<file path="src/rtl/payload_engine_pkg.sv">
// Shared types and constants for the payload engine lookup path.
package payload_engine_pkg;

  typedef enum logic [1:0] {
    IDLE  = 2'd0,
    FILL  = 2'd1,
    RUN   = 2'd2,
    DRAIN = 2'd3
  } lookup_state_e;

  localparam logic [9:0] ADDR_B_XOR = 10'h2A5;

  localparam int WINDOW_MIN  = 2;
  localparam int WINDOW_MAX  = 4;
  localparam int RAM_LAT_MIN = 1;
  localparam int RAM_LAT_MAX = 3;

  // Valid-byte mask for a window of the given depth; the unused upper bytes read as zero.
  function automatic logic [31:0] window_mask(input int window);
    if (window >= 4) begin
      return 32'hFFFF_FFFF;
    end else begin
      return (32'h0000_0001 << (8 * window)) - 32'h0000_0001;
    end
  endfunction

endpackage

</file>
<file path="src/rtl/payload_lookup_issue_if.sv">
// Payload byte stream handshake into the lookup issue stage.
interface payload_lookup_issue_if;
  logic [7:0] in_data;
  logic       in_valid;
  logic       in_sop;
  logic       in_eop;
  logic       in_ready;

  modport master (output in_data, output in_valid, output in_sop, output in_eop, input in_ready);
  modport slave  (input in_data, input in_valid, input in_sop, input in_eop, output in_ready);
endinterface

</file>
<file path="src/rtl/payload_hash_fold.sv">
// Combinational fold of the 32-bit window into compare key and two bucket addresses.
// LOOKUP_ISSUE_DUAL_HASH_EN selects an independent byte-reversed hash for port B.
module payload_hash_fold
  import payload_engine_pkg::*;
#(
  parameter int KEY_W  = 6,
  parameter int ADDR_W = 10
) (
  input  logic [31:0]       window,
  output logic [KEY_W-1:0]  key,
  output logic [ADDR_W-1:0] addr_a,
  output logic [ADDR_W-1:0] addr_b
);

  localparam int N_KEY  = (32 + KEY_W - 1) / KEY_W;
  localparam int N_ADDR = (32 + ADDR_W - 1) / ADDR_W;

  // Key and port A address: XOR of equal-width chunks, LSB chunk first
  always_comb begin
    key    = {KEY_W{1'b0}};
    addr_a = {ADDR_W{1'b0}};
    for (int i = 0; i < N_KEY; i++) begin
      key = key ^ KEY_W'(window >> (i * KEY_W));
    end
    for (int i = 0; i < N_ADDR; i++) begin
      addr_a = addr_a ^ ADDR_W'(window >> (i * ADDR_W));
    end
  end

`ifdef LOOKUP_ISSUE_DUAL_HASH_EN
  logic [31:0] window_rev;

  assign window_rev = {window[7:0], window[15:8], window[23:16], window[31:24]};

  // Port B address: same fold over the byte-reversed window, salted
  always_comb begin
    addr_b = ADDR_W'(ADDR_B_XOR);
    for (int i = 0; i < N_ADDR; i++) begin
      addr_b = addr_b ^ ADDR_W'(window_rev >> (i * ADDR_W));
    end
  end
`else
  assign addr_b = addr_a ^ {{(ADDR_W-1){1'b0}}, 1'b1};
`endif

endmodule

</file>
<file path="src/rtl/payload_lookup_issue.sv">
// Payload lookup issue stage: sliding byte window, key/address fold, RAM strobe and tag pipeline.
// Optional macro LOOKUP_ISSUE_DUAL_HASH_EN (see payload_hash_fold) selects the port B hash.
module payload_lookup_issue
  import payload_engine_pkg::*;
#(
  parameter int WIDTH   = 7,
  parameter int ADDR_W  = 10,
  parameter int WINDOW  = 4,
  parameter int RAM_LAT = 1,
  parameter int OFF_W   = 16
) (
  input  logic                    clk,
  input  logic                    rst,
  payload_lookup_issue_if.slave   in_if,
  output logic                    ram_en,
  output logic [ADDR_W-1:0]       ram_addr_a,
  output logic [ADDR_W-1:0]       ram_addr_b,
  output logic [WIDTH-2:0]        cmp_key,
  output logic                    tag_valid,
  output logic [OFF_W-1:0]        tag_offset,
  output logic                    pkt_done
);

  localparam int KEY_W = WIDTH - 1;
  localparam int WIN = (WINDOW < WINDOW_MIN) ? WINDOW_MIN :
                       ((WINDOW > WINDOW_MAX) ? WINDOW_MAX : WINDOW);
  localparam int LAT = (RAM_LAT < RAM_LAT_MIN) ? RAM_LAT_MIN :
                       ((RAM_LAT > RAM_LAT_MAX) ? RAM_LAT_MAX : RAM_LAT);
  localparam int KEY_STAGES = LAT + 1;
  localparam int TAG_STAGES = LAT + 2;
  localparam int CNT_W = $clog2(WINDOW_MAX + 1);
  localparam int DRN_W = $clog2(RAM_LAT_MAX + 2);

  localparam logic [31:0]      WIN_MASK = window_mask(WIN);
  localparam logic [CNT_W-1:0] WIN_CNT  = CNT_W'(WIN);
  localparam logic [CNT_W-1:0] CNT_ONE  = {{(CNT_W-1){1'b0}}, 1'b1};
  localparam logic [DRN_W-1:0] DRN_LAST = DRN_W'(LAT + 1);
  localparam logic [DRN_W-1:0] DRN_ONE  = {{(DRN_W-1){1'b0}}, 1'b1};
  localparam logic [OFF_W-1:0] OFF_MAX  = {OFF_W{1'b1}};
  localparam logic [OFF_W-1:0] OFF_ONE  = {{(OFF_W-1){1'b0}}, 1'b1};

  lookup_state_e     state_q, state_d;
  logic [31:0]       win_q, win_d;
  logic [CNT_W-1:0]  fill_q, fill_d;
  logic [OFF_W-1:0]  off_q, off_d;
  logic [DRN_W-1:0]  drain_q, drain_d;
  logic              in_ready_q, in_ready_d;
  logic              ram_en_q, ram_en_d;
  logic [ADDR_W-1:0] addr_a_q, addr_a_d;
  logic [ADDR_W-1:0] addr_b_q, addr_b_d;
  logic [KEY_W-1:0]  key_q [KEY_STAGES];
  logic [KEY_W-1:0]  key_d [KEY_STAGES];
  logic [TAG_STAGES-1:0] tv_q, tv_d;
  logic [TAG_STAGES-1:0] done_q, done_d;
  logic [OFF_W-1:0]  toff_q [TAG_STAGES];
  logic [OFF_W-1:0]  toff_d [TAG_STAGES];

  logic              in_pkt;
  logic              accept;
  logic              start;
  logic              take;
  logic              issue;
  logic              eop_take;
  logic [KEY_W-1:0]  fold_key;
  logic [ADDR_W-1:0] fold_a;
  logic [ADDR_W-1:0] fold_b;

  // Byte acceptance, window shift, fill count and offset counter
  always_comb begin
    in_pkt = (state_q == FILL) || (state_q == RUN);
    accept = in_if.in_valid && in_ready_q;
    start  = accept && in_if.in_sop;
    take   = accept && (in_if.in_sop || in_pkt);
    win_d  = win_q;
    fill_d = fill_q;
    off_d  = off_q;
    if (start) begin
      // A sop restarts the packet even mid-stream; it is byte 0 of the new window.
      win_d  = {24'h00_0000, in_if.in_data};
      fill_d = CNT_ONE;
      off_d  = {OFF_W{1'b0}};
    end else if (take) begin
      win_d  = 32'({win_q, in_if.in_data}) & WIN_MASK;
      fill_d = (fill_q == WIN_CNT) ? fill_q : fill_q + CNT_ONE;
      off_d  = (off_q == OFF_MAX) ? off_q : off_q + OFF_ONE;
    end else begin
      win_d  = win_q;
      fill_d = fill_q;
      off_d  = off_q;
    end
    issue    = take && (fill_d == WIN_CNT);
    eop_take = take && in_if.in_eop;
  end

  payload_hash_fold #(
    .KEY_W  (KEY_W),
    .ADDR_W (ADDR_W)
  ) u_fold (
    .window (win_d),
    .key    (fold_key),
    .addr_a (fold_a),
    .addr_b (fold_b)
  );

  // FSM next state and the RAM/key/tag pipelines
  always_comb begin
    state_d = state_q;
    drain_d = drain_q;
    if (eop_take) begin
      state_d = DRAIN;
      drain_d = {DRN_W{1'b0}};
    end else if (take) begin
      state_d = issue ? RUN : FILL;
    end else if (state_q == DRAIN) begin
      if (drain_q == DRN_LAST) begin
        state_d = IDLE;
        drain_d = {DRN_W{1'b0}};
      end else begin
        drain_d = drain_q + DRN_ONE;
      end
    end else begin
      state_d = state_q;
    end
    in_ready_d = (state_d != DRAIN);
    ram_en_d   = issue;
    addr_a_d   = issue ? fold_a : addr_a_q;
    addr_b_d   = issue ? fold_b : addr_b_q;
    key_d[0]   = issue ? fold_key : key_q[0];
    for (int i = 1; i < KEY_STAGES; i++) begin
      key_d[i] = key_q[i-1];
    end
    tv_d      = {tv_q[TAG_STAGES-2:0], issue};
    done_d    = {done_q[TAG_STAGES-2:0], eop_take};
    toff_d[0] = issue ? off_d : toff_q[0];
    for (int i = 1; i < TAG_STAGES; i++) begin
      toff_d[i] = toff_q[i-1];
    end
  end

  // State registers; reset also discards every lookup in flight
  always_ff @(posedge clk) begin
    if (rst) begin
      state_q    <= IDLE;
      win_q      <= 32'h0000_0000;
      fill_q     <= {CNT_W{1'b0}};
      off_q      <= {OFF_W{1'b0}};
      drain_q    <= {DRN_W{1'b0}};
      in_ready_q <= 1'b0;
      ram_en_q   <= 1'b0;
      addr_a_q   <= {ADDR_W{1'b0}};
      addr_b_q   <= {ADDR_W{1'b0}};
      tv_q       <= {TAG_STAGES{1'b0}};
      done_q     <= {TAG_STAGES{1'b0}};
      for (int i = 0; i < KEY_STAGES; i++) key_q[i] <= {KEY_W{1'b0}};
      for (int i = 0; i < TAG_STAGES; i++) toff_q[i] <= {OFF_W{1'b0}};
    end else begin
      state_q    <= state_d;
      win_q      <= win_d;
      fill_q     <= fill_d;
      off_q      <= off_d;
      drain_q    <= drain_d;
      in_ready_q <= in_ready_d;
      ram_en_q   <= ram_en_d;
      addr_a_q   <= addr_a_d;
      addr_b_q   <= addr_b_d;
      tv_q       <= tv_d;
      done_q     <= done_d;
      for (int i = 0; i < KEY_STAGES; i++) key_q[i] <= key_d[i];
      for (int i = 0; i < TAG_STAGES; i++) toff_q[i] <= toff_d[i];
    end
  end

  assign in_if.in_ready = in_ready_q;
  assign ram_en         = ram_en_q;
  assign ram_addr_a     = addr_a_q;
  assign ram_addr_b     = addr_b_q;
  assign cmp_key        = key_q[KEY_STAGES-1];
  assign tag_valid      = tv_q[TAG_STAGES-1];
  assign tag_offset     = toff_q[TAG_STAGES-1];
  assign pkt_done       = done_q[TAG_STAGES-1];

endmodule

</file>
<file path="src/flat_wrapper.sv">
// flat-port wrapper written by rule: the top's interface ports become plain ports
module payload_lookup_issue_flat import payload_engine_pkg::*;
#(
  parameter int WIDTH   = 7,
  parameter int ADDR_W  = 10,
  parameter int WINDOW  = 4,
  parameter int RAM_LAT = 1,
  parameter int OFF_W   = 16
)
  (clk, rst, ram_en, ram_addr_a, ram_addr_b, cmp_key, tag_valid, tag_offset, pkt_done, in_if_in_data, in_if_in_valid, in_if_in_sop, in_if_in_eop, in_if_in_ready);
  payload_lookup_issue_if in_if_i ();
  input  logic clk;
  input  logic rst;
  output logic ram_en;
  output logic [ADDR_W-1:0] ram_addr_a;
  output logic [ADDR_W-1:0] ram_addr_b;
  output logic [WIDTH-2:0] cmp_key;
  output logic tag_valid;
  output logic [OFF_W-1:0] tag_offset;
  output logic pkt_done;
  input wire logic [$bits(in_if_i.in_data)-1:0] in_if_in_data;
  input wire logic [$bits(in_if_i.in_valid)-1:0] in_if_in_valid;
  input wire logic [$bits(in_if_i.in_sop)-1:0] in_if_in_sop;
  input wire logic [$bits(in_if_i.in_eop)-1:0] in_if_in_eop;
  output wire logic [$bits(in_if_i.in_ready)-1:0] in_if_in_ready;
  assign in_if_i.in_data = in_if_in_data;
  assign in_if_i.in_valid = in_if_in_valid;
  assign in_if_i.in_sop = in_if_in_sop;
  assign in_if_i.in_eop = in_if_in_eop;
  assign in_if_in_ready = in_if_i.in_ready;
  payload_lookup_issue #(.WIDTH(WIDTH), .ADDR_W(ADDR_W), .WINDOW(WINDOW), .RAM_LAT(RAM_LAT), .OFF_W(OFF_W)) u_core (.clk(clk), .rst(rst), .in_if(in_if_i), .ram_en(ram_en), .ram_addr_a(ram_addr_a), .ram_addr_b(ram_addr_b), .cmp_key(cmp_key), .tag_valid(tag_valid), .tag_offset(tag_offset), .pkt_done(pkt_done));
endmodule
</file>
<file path="config.mk">
export PLATFORM = sky130hd
export DESIGN_NAME = payload_lookup_issue_flat
export DESIGN_NICKNAME = d
export VERILOG_FILES = /design/src/rtl/payload_engine_pkg.sv /design/src/rtl/payload_lookup_issue_if.sv /design/src/rtl/payload_hash_fold.sv /design/src/rtl/payload_lookup_issue.sv /design/src/flat_wrapper.sv
export SDC_FILE = /design/constraint.sdc
export NUM_CORES = 1
export LEC_CHECK = 0
export BUFFER_PORTS_ARGS = -buffer_cell sky130_fd_sc_hd__buf_2
export CAP_MARGIN = 40
export CORE_MARGIN = 3
export CORE_UTILIZATION = 58
export CTS_CLUSTER_SIZE = 24
export DETAILED_ROUTE_END_ITERATION = 8
export GPL_TIMING_DRIVEN = 0
export PLACE_DENSITY = 0.79
export SETUP_SLACK_MARGIN = 0.1
export SYNTH_ARGS = -nofsm -noshare
export SYNTH_HDL_FRONTEND = slang
export SYNTH_HIERARCHICAL = 1
export SYNTH_SLANG_ARGS = --single-unit
</file>
<file path="constraint.sdc">
create_clock -name clk -period 3.04 [get_ports clk]
set_clock_uncertainty 0.1 [all_clocks]
set_input_delay 0.304 -clock clk [delete_from_list [all_inputs] [get_ports clk]]
set_output_delay 0.304 -clock clk [all_outputs]
set_load 0.03 [all_outputs]
</file>
[Word-level counts from Yosys, hierarchy flattened]
Memory sizes are Yosys's and may differ from the RTL's.
Index checks and enable logic that the tools add are counted.
Word-level totals
  flip-flop bits (word level): 84
  RAM bits: 60
  output and inout port bits: 46
  memories kept: 2
Cells by class
  $add $sub $neg: 3
  equal/unequal tests: 8
  mux-type cells: 24
  bitwise logic cells: 15
  reduce and logical (&&, ||, !) cells: 9
Memories
  u_core.toff_q: words 3, bits a word 16, rd ports 3, clocked after memory_dff 0, wr ports 3, line payload_lookup_issue.sv:55  | logic [OFF_W-1:0] toff_q [TAG_STAGES];
  u_core.key_q: words 2, bits a word 6, rd ports 2, clocked after memory_dff 0, wr ports 2, line payload_lookup_issue.sv:51  | logic [KEY_W-1:0] key_q [KEY_STAGES];
Operators by type and width (number)
  $mux 16: 7
  $mux 32: 2
  $xor 6x6->6: 4
  $xor 10x10->10: 2
  $mux 6: 3
  $add 16x1->16 const B: 1
  $eq 16x16->1 const B: 1
  $mux 3: 4
  $mux 2: 5
  $xor 10x2->10: 1
  $add 3x1->3 const B: 2
  $eq 3x3->1 const B: 2
  $xor 6x2->6: 1
  $logic_and 1x1->1: 5
  $or 1x1->1: 5
  $eq 2x2->1 const B: 2
  $eq 3x2->1 const B: 1
  $mux 1: 3
  $eq 2x1->1 const B: 1
  $logic_or 1x1->1: 2
  $ne 2x2->1 const B: 1
  $not 1->1: 2
  $reduce_and 2->1: 1
  $reduce_or 2->1: 1

[Depth between registers and ports, before layout]
  depth after elaboration: 13
  gate-level depth with buffers: 11

[By module]
Netlist, hierarchy kept.
Modules (own cells, without submodules)
  payload_lookup_issue: times used 1, cells an instance 575, area an instance 5208.7 um^2, seq. area each 2862.7 um^2
  payload_hash_fold: times used 1, cells an instance 50, area an instance 516.7 um^2, seq. area each 0.0 um^2

[Least setup slack after synthesis]
Ideal clock, no wire load.
  path type: register -> register
  start point: register u_core.state_q[1]
  end point: memory u_core.key_q[0][0]
  setup time: 0.117 ns
  arrival: 2.250 ns
  setup slack: 0.573 ns
  cell stages (with the launch flop): 10
  cells stage by stage: dfxtp_1 -> ha_1 -> and3_1 -> buf_2 -> buf_2 -> nand2_1 -> a21oi_1 -> xnor2_2 -> xnor3_1 -> o22a_1
RTL lines
  start: declaration: line payload_lookup_issue.sv:42  | lookup_state_e state_q, state_d;
  start signal: assignment: line payload_lookup_issue.sv:157  | state_q <= state_d;
  end: declaration: line payload_lookup_issue.sv:51

==> key figures <==
Power
  • Cell Int Power: 3.01 mW
  • Overall power: 4.04 mW
  • Pwr Density: 596 nW/µm²
  • Switching share of total power: 0.255
  • LEAKAGE: 2.79 nW
  • Peak supply drop: 0.399 mV
  • Comb pwr share: 0.043
  • Psw: 1.03 mW
  • Clk network pwr share: 0.488
  • Sequential share of power: 0.468

Synthesis
  • Largest family of logic cells by synthesized area: simple AND/OR/NAND/NOR gates
  • Cell count after synthesis: 625
  • Avg Cell Area, Syn: 9.16 µm²
  • Post-synthesis register bit count: 143
  • Adder-cell share of the synthesized area: 0.00874
  • Post-Syn Area: 5730 µm²
  • Post-synthesis simple-gate area fraction: 0.255
  • Xor and xnor area share after synthesis: 0.0876
  • Ranking of synthesized cells by area: dfxtp_1 50%, nor2b_1 8.4%, nand2_1 8.4%
  • Synth top area share: 0.500
  • Yosys top cell by area: dfxtp_1
  • Netlist cell types: 49
  • Post-synth EDFFs: 0
  • Post-synthesis compound-gate area fraction: 0.102
  • Top_reg_cell synth: dfxtp_1
  • FFs w/ async S/R, synth: 0
  • Mapped Nets: 642
  • Synth warnings: 6
  • Top-count cell post-synth: dfxtp_1
  • Commonest cells in the netlist: 143 x dfxtp_1, 128 x nand2_1, 77 x nor2b_1
  • Post-synthesis mux area share: 0.0105
  • Post-synthesis sequential area ratio: 0.500

CTS
  • Max Buffers Root-to-Sink: 2
  • CTS root buf: clkbuf_8
  • Total CTS buffers: 17
  • Post-CTS Setup Inserts: 0
  • TritonCTS clock tree: yes
  • CTS clk-pin slew, worst paths: 0.07 ns
  • Clk_lat worst skew: 0.52 ns
  • Clock Sinks: 143
  • Htree depth: 4

Timing
  • Final setup margin: 0.163 ns
  • Total Neg Setup Slack: 0 ns
  • RSZ-0062 raised after global routing: yes
  • Final hold vios: 0
  • Slew Viols, Final: 0
  • Tcrit/Tclk final: 0.946
  • Least-Margin Pin Slew: 0.692 ns
  • Hold Worst Slack: 0.0718 ns
  • F_max: 348 MHz
  • Minimum clock period: 2.88 ns
  • Final setup fails: 0
  • Worst slew margin: 0.539

Setup path
  • Crit. End Element: flop
  • Crit path DAT: 3.19 ns
  • Kind of critical path: reg2reg
  • Reg2Reg Depth: 9
  • WP data required: 3.35 ns
  • Reg2Reg Setup Slack: 0.16 ns
  • Critical path launch point type: flop
  • Critical path peak fanout: 10

Global route
  • First-pass GRT wire length: 21.7 mm
  • Initial antenna violation count: 0
  • Total gr overflow: 0
  • Largest net degree at the start of global routing: 18
  • Vias in the first global route: 4405
  • Tot GR Track Use: 0.246

Drt
  • Vias: 4625
  • Routed wire length: 13.4 mm
  • Pre-antenna DRT Iters: 5
  • DR WL/cell: 15.8 µm
  • Via-to-Cell Ratio: 5.47
  • DRT iter0 DRCs: 329
  • Antenna viol nets, final: 0
  • DR DRC count: 0

Cells and area
  • Area growth syn-to-layout: 18.4%
  • Design area: 6780 µm²
  • Layout net count: 720
  • Layout cell share with drive strength beyond 1: 0.177
  • Fill cells: 699
  • Reg area: 2860 µm²
  • Final Non-Filler Cells: 845
  • Multi-input logic area: 2660 µm²
  • Util after Layout: 0.720
  • Inserted Diodes: 0

Flow run
  • Max cap viols: 0

Min path
  • Worst min path class: in2reg
  • Hold path cells: 4

Floorplan
  • Height of the die: 105 µm
  • Starting density of the core: 0.608
  • IO Count: 59
  • Core Rows: 35
  • DIE WIDTH: 105 µm
  • Core area: 9420 µm²
  • Die ar.: 11100 µm²

Placed design
  • Port bufs: 58
  • DP Cell Count: 812
  • Post-placement cell area: 6180 µm²
  • Pre-CTS WS: 0.113 ns
  • RD Place Congestion: 0.904
  • Hpwl dp: 9.49 mm

Run status
  • Status: completed
## sequential cells by signal (all words and copies together), names as in the netlist
signal and cells:
u_core/toff_q 48, u_core/win_q 32, u_core/off_q 16, u_core/key_q 12
u_core/ram_addr_a 10, u_core/ram_addr_b 10, u_core/done_q 3, u_core/drain_q 3
u_core/fill_q 3, u_core/tv_q 3, u_core/state_q 2, u_core/in_if.in_ready 1
## worst max-delay path, stage by stage, from the launching register on
cell,delay [ns]
dfxtp_1,0.33
ha_1,0.37
and3_1,0.17
buf_2,0.23
clkbuf_4,0.27
nand2_1,0.07
a21oi_1,0.33
xnor3_1,0.52
xnor2_2,0.17
o22a_1,0.22
## layout by cell type (no fill, tap or decap), types with 4 or more instances in the layout
master,count
dfxtp_1,143
nand2_1,128
nor2b_1,77
buf_2,69
a21oi_1,52
nor2_1,36
xnor2_1,29
clkbuf_16,16
nand3_1,15
clkbuf_1,13
buf_4,10
xor2_1,10
o21ai_0,8
o22a_1,6
nand4_1,6
mux2i_1,6
a2bb2oi_1,6
xnor3_1,6
inv_8,5
a211oi_1,5
inv_6,4
clkbuf_2,4
nand2b_1,4
nor3_1,4
o21ai_1,4
ha_1,4
## repair_timing
item                       CTS  global route
setup endpoints to repair    2             8
resized for setup            2             6
hold endpoints to repair     1             0
hold buffers                 1             0
gates cloned                 0             0
## kinds of logic (layout without fill, tap and decap cells)
logic type                 count (synthesis)  after routing
and+or+nand+nor                          290            290
DFF                                      143            143
AOI/OAI and AO/OA                         93             93
xor gates and xnor gates                  47             47
buffers and inverters                     42            133
muxes                                      6              6
adders and majority gates                  4              4
## final timing paths
path                                           start              endpoint
worst max register to register     u_core/state_q[1]    u_core/key_q[0][3]
worst min register to register  u_core/toff_q[0][21]  u_core/toff_q[0][37]
worst max-delay path               u_core/state_q[1]    u_core/key_q[0][3]
worst min-delay path                in_if_in_data[1]       u_core/win_q[1]
## power by group through the flow
stage               combinational [mW]  sequential [mW]  clock [mW]
finish                           0.175             1.89        1.97
global route                     0.188             1.89        2.09
CTS                              0.171             1.89        2.00
detailed placement               0.168             1.93           0
global placement                 0.166             1.93           0
floorplan                        0.114             1.93           0
## layer usage
layer | part of all wire | GRT usage | wire (µm)
met2 | 0.46 | 0.390 | 6110
met3 | 0.070 | 0.0521 | 937
met4 | 0.025 | 0.0928 | 338
met5 | 0 | 0 | 0
met1 | 0.45 | 0.330 | 5980
## cell type report
cell class | instances | share of cell area
clock inverters | 15 | 0.0242
clock buffers | 17 | 0.0611
inverters | 2 | 0.00111
well taps | 129 | 0.0238
multi-input cells | 440 | 0.392
flip-flops and latches | 143 | 0.422
plain buffers | 40 | 0.0310
repair buffers | 59 | 0.0443
(Power assumes the default switching activity.)
